## config.mk

```make
export PLATFORM = sky130hd
export DESIGN_NAME = i2c_tx_feeder
export DESIGN_NICKNAME = d
export VERILOG_FILES = /design/src/rtl/i2c_tx_feeder.sv
export SDC_FILE = /design/constraint.sdc
export NUM_CORES = 1
export LEC_CHECK = 0
export ABC_AREA = 1
export BUFFER_PORTS_ARGS = -buffer_cell sky130_fd_sc_hd__buf_2
export CAP_MARGIN = 0
export CORE_ASPECT_RATIO = 0.6
export CORE_MARGIN = 1.5
export CORE_UTILIZATION = 36
export CTS_CLUSTER_SIZE = 24
export DETAILED_ROUTE_END_ITERATION = 16
export GPL_ROUTABILITY_DRIVEN = 0
export PLACE_DENSITY_LB_ADDON = 0.25
export SYNTH_ARGS = -nofsm -noshare
export SYNTH_HDL_FRONTEND = slang
export SYNTH_SLANG_ARGS = --single-unit
```

## constraint.sdc

```tcl
create_clock -name i2c_clk -period 3.22 [get_ports i2c_clk]
set_input_delay 0.644 -clock i2c_clk [delete_from_list [all_inputs] [get_ports i2c_clk]]
set_output_delay 0.644 -clock i2c_clk [all_outputs]
set_load 0.05 [all_outputs]
```

## src/rtl/i2c_tx_feeder.sv

```systemverilog
// i2c_tx_feeder: FIFO of (addr, data) write requests launched one at a time into the I2C transmitter.
// Optional launch timeout is compiled in with `define I2C_FEED_TIMEOUT_EN.
module i2c_tx_feeder #(
    parameter int DEPTH   = 4,
    parameter int TIMEOUT = 64
) (
    input  logic                    i2c_clk,
    input  logic                    reset,
    input  logic                    push,
    input  logic [6:0]              push_addr,
    input  logic [7:0]              push_data,
    output logic                    full,
    output logic                    empty,
    output logic [$clog2(DEPTH):0]  level,
    output logic                    overflow,
    input  logic                    tx_ready,
    output logic                    tx_start,
    output logic [6:0]              tx_addr,
    output logic [7:0]              tx_data,
    output logic [15:0]             sent_count,
    output logic                    err_timeout,
    output logic [1:0]              fsm_state
);
    localparam int AW = $clog2(DEPTH);
    localparam logic [AW:0] FULL_LEVEL = (AW + 1)'(DEPTH);

    typedef enum logic [1:0] {
        IDLE      = 2'd0,
        LAUNCH    = 2'd1,
        WAIT_DONE = 2'd2
    } state_t;

    if (DEPTH < 2 || DEPTH > 16 || (DEPTH & (DEPTH - 1)) != 0 || TIMEOUT < 1) begin : g_bad_param
        $error("i2c_tx_feeder: DEPTH must be a power of two in 2..16 and TIMEOUT >= 1");
    end

    state_t        state;
    state_t        state_next;
    logic [14:0]   mem [DEPTH];
    logic [AW-1:0] wr_ptr;
    logic [AW-1:0] rd_ptr;
    logic [AW:0]   count;
    logic [AW:0]   count_next;
    logic          push_ok;
    logic          pop;
    logic          done;

    // Handshake: tx_start is held in LAUNCH until the transmitter leaves IDLE (tx_ready low),
    // and the transfer is complete when tx_ready returns high in WAIT_DONE.
    assign push_ok   = push && !full;
    assign level     = count;
    assign fsm_state = state;

`ifdef I2C_FEED_TIMEOUT_EN
    localparam int TW = $clog2(TIMEOUT + 1);
    logic [TW-1:0] launch_cnt;
    logic          timeout_hit;
    logic          timeout_fire;

    assign timeout_hit  = (launch_cnt == TW'(TIMEOUT - 1));
    assign timeout_fire = (state == LAUNCH) && tx_ready && timeout_hit;

    // Counter sits at zero outside LAUNCH, so it is clear on every entry.
    always_ff @(posedge i2c_clk) begin
        if (reset || state != LAUNCH) begin
            launch_cnt <= '0;
        end else begin
            launch_cnt <= launch_cnt + 1'b1;
        end
    end

    always_ff @(posedge i2c_clk) begin
        if (reset) begin
            err_timeout <= 1'b0;
        end else if (timeout_fire) begin
            err_timeout <= 1'b1;
        end
    end
`else
    assign err_timeout = 1'b0;
`endif

    always_comb begin
        count_next = count;
        case ({push_ok, pop})
            2'b10:   count_next = count + 1'b1;
            2'b01:   count_next = count - 1'b1;
            default: count_next = count;
        endcase
    end

    always_ff @(posedge i2c_clk) begin
        if (push_ok) begin
            mem[wr_ptr] <= {push_addr, push_data};
        end
    end

    always_ff @(posedge i2c_clk) begin
        if (reset) begin
            wr_ptr   <= '0;
            rd_ptr   <= '0;
            count    <= '0;
            full     <= 1'b0;
            empty    <= 1'b1;
            overflow <= 1'b0;
        end else begin
            if (push_ok) wr_ptr <= wr_ptr + 1'b1;
            if (pop)     rd_ptr <= rd_ptr + 1'b1;
            if (push && full) overflow <= 1'b1;
            count <= count_next;
            full  <= (count_next == FULL_LEVEL);
            empty <= (count_next == '0);
        end
    end

    always_ff @(posedge i2c_clk) begin
        if (reset) begin
            state <= IDLE;
        end else begin
            state <= state_next;
        end
    end

    always_comb begin
        state_next = state;
        case (state)
            IDLE:      if (!empty && tx_ready) state_next = LAUNCH;
            LAUNCH: begin
                if (!tx_ready) state_next = WAIT_DONE;
`ifdef I2C_FEED_TIMEOUT_EN
                else if (timeout_hit) state_next = IDLE;
`endif
            end
            WAIT_DONE: if (tx_ready) state_next = IDLE;
            default:   state_next = IDLE;
        endcase
    end

    always_comb begin
        pop      = (state == IDLE) && !empty && tx_ready;
        tx_start = (state == LAUNCH);
        done     = (state == WAIT_DONE) && tx_ready;
    end

    // Launched request is latched at pop and held until the next pop.
    always_ff @(posedge i2c_clk) begin
        if (reset) begin
            tx_addr    <= '0;
            tx_data    <= '0;
            sent_count <= '0;
        end else begin
            if (pop) begin
                tx_addr <= mem[rd_ptr][14:8];
                tx_data <= mem[rd_ptr][7:0];
            end
            if (done) sent_count <= sent_count + 1'b1;
        end
    end
endmodule

```

==> run_results.csv <==
group,metric,value,unit
setup_path,critPathArrivalTime,2.29,ns
yosys,avgSynthCellArea,9.69,sq um
cts,hold_buffers,0,
cts,cts_buffer_depth,2,
floorplan,fp.dieH,86.7,microns
cts,clockRootBuffer,"clkbuf_16",
yosys,yosys.area_share.simple,16.3,%
routing,drt-total-wl,8.90,mm
grt,antenna_found_initial,0,
routing,drt-met1-wl,4.64,mm
sta,finalSetupTns,0,ns
placement,place_inst,643,
power_and_ir_drop,p_leak,0.00210,uW
grt,grt_remaining_overflow,0,
power_and_ir_drop,power_density,722,nW/um^2
power_and_ir_drop,vdd_ir_drop_max,344,uV
setup_path,path_class,"reg -> reg",
grt,grt_pass1_vias,2766,
cts,clkLatencyLatePin,0.34,ns
cells_and_area,drive_gt1_share,17.0,%
setup_path,critPathMaxFanout,4,
cts,cts_max_level,3,
routing,drtIter0Drc,127,
yosys,ys_async_sr_fraction,0,%
sta,setup-violations-final,0,
setup_path,start_kind,"flop",
cts,numCtsBuffers,9,
sta,max_slew_margin,39.2,%
yosys,synth_top_family_by_area,"simple AND/OR/NAND/NOR gates",
yosys,yosysWarnings,0,
sta,fin_crit,2.03,ns
yosys,netlist_area,4210,sq um
cts,clock_sinks,103,
placement,dp_slack,0.828,ns
routing,avgRoutedWirePerCell,13.5,microns
sta,rsz0062_at_grt,"no",
routing,top_layer,"met4",
yosys,synth_edf_count,60,
routing,antenna_left,0,
cts,post_cts_buffers,0,
cells_and_area,utilization,44.1,%
yosys,yosys-top-cells-count,"nor2_1 (112), edfxtp_1 (60), o21ai_0 (59)",
floorplan,ios,60,
cts,post_cts_resized,0,
yosys,synth_compound_area_share,10.0,%
setup_path,critPathRequiredTime,3.48,ns
cells_and_area,antenna_cells,0,
grt,grt_max_degree,33,
cts,cts_tree,"done",
yosys,synthAdderAreaFrac,2.26,%
yosys,synthMuxAreaShare,0.238,%
yosys,synth_seq_area_share,63.3,%
floorplan,initial_core_util,37.1,%
grt,grt_pass1_wl,14.3,mm
yosys,synth_xor_area_share,1.25,%
sta,hold_violations,0,
yosys,synth_nets,460,
placement,numPortBuffers,58,
worst_hold_path,hold_class,"reg -> reg",
floorplan,fp.dieArea,12400,sq um
routing,firstDrtPassIters,4,
yosys,synth.most_common_cell,"nor2_1",
sta,drv_slew,0,
routing,routed_via_density,4.54,
yosys,synthFlopType,"edfxtp_1",
sta,clock_skew,0.00391,ns
yosys,ys_top_cells_by_area,"edfxtp_1 (43%), dfxtp_1 (20%), nor2_1 (10%)",
yosys,synth-seq-cells,103,
routing,drc,0,
yosys,yosysTopAreaCellShare,42.8,%
yosys,ys_types,30,
flow_run,maxCapViolations,0,
sta,max_freq,493,MHz
yosys,yosysTopAreaCell,"edfxtp_1",
setup_path,worst_setup_path_end_kind,"flop",
routing,num_vias,2989,
routing,wl_met3,562,microns
floorplan,coreArea,11300,sq um
sta,post-route-period-util,63.0,%
floorplan,die_w,143,microns
sta,worst_slew_pin_slew,0.912,ns
floorplan,rows,30,
sta,hold_ws,0.466,ns
cts,clkTransAtPathRegs,0.07,ns
yosys,syn_inst,434,
cells_and_area,syn2layout_area_growth,18.8,%
run_status,status,"complete, no violations",
cells_and_area,num-nets-final,520,
placement,place_hpwl,6.03,mm
routing,wl_met2,3.60,mm
grt,grt.total_usage,15.4,%
sta,fin_ws,1.19,ns
cells_and_area,layout.cells.non_filler,659,
## worst max-delay path: stages (launching register included)
cell and delay, ns:
dfxtp_1 0.33, inv_1 0.12, nand2_1 0.10, nor3_4 0.23, ha_1 0.26, fa_1 0.44
mux2i_1 0.20, nand2_1 0.09, o21ai_0 0.18
## final cells by class
cell class,instances,area (sq um)
clock buffers,10,229
clock inverters,6,108
fillers,1131,6340
inverters,49,186
multi-input cells,266,1270
flip-flops and latches,103,2660
well taps,160,200
repair buffers,65,343
## logic make-up after synthesis
family                   count (synthesis)
AO/OA/AOI/OAI                           82
flip-flops                             103
multiplexers                             1
AND/OR/NAND/NOR                        169
other                                    1
XOR/XNOR                                 6
adder cells (fa/ha/maj)                  7
buffers and inverters                   65
## power by group
part	internal (uW)	switching, uW
clock	759	461
sequential	1520	69.6
combinational	197	595
total	2480	1130
## routing by layer
layer	vias to the layer above	global-route usage, %
met3	8	4.59
met5	-	0
met1	1383	21.8
met2	61	22.6
li1	1537	-
met4	0	4.78
## state kept, by name, indices dropped and copies added, names as in the netlist
register,count
mem,60
tx_data,8
full,1
sent_count,16
tx_addr,7
fsm_state,2
rd_ptr,2
empty,1
overflow,1
wr_ptr,2
level,3
## per-stage QoR
step                      power [uW]  cell area [sq um]
after floorplan                 2210               4210
after global placement          2400               4660
after detailed placement        2420               4660
after CTS                       3650               5000
after global routing            3790               5000
final                           3610               5000
## worst paths after layout
check                                   from       end  slack [ns]  cells past startpoint
worst max-delay path            fsm_state[0]     empty        1.19                      8
worst min-delay path                overflow  overflow        0.47                      2
worst max register to register  fsm_state[0]     empty        1.19                      8
worst min register to register      overflow  overflow        0.47                      2
## cells in the final DEF, fill, tap and decap left out
cell type	synthesis	routed
nand3_2	1	1
fa_1	1	1
xor2_1	6	6
nor3_4	1	1
buf_2	2	58
inv_6	0	1
and2_1	1	1
inv_1	46	46
inv_4	1	1
nor2_1	112	112
nor3_1	1	1
nor2_4	1	1
o21ai_0	59	59
nand3_1	9	9
nand2_1	39	39
clkinv_2	0	1
conb_1	1	1
o21ai_1	8	8
clkbuf_1	9	1
buf_4	1	7
edfxtp_1	60	60
dfxtp_1	43	43
o21bai_1	3	3
inv_2	1	1
a21oi_1	11	11
ha_1	6	6
clkbuf_16	0	9
clkinv_1	1	2
bufinv_16	0	3
a21oi_2	1	1
mux2i_1	1	1
nand4_1	4	4
Note: power is estimated with default switching activity, not from simulation.
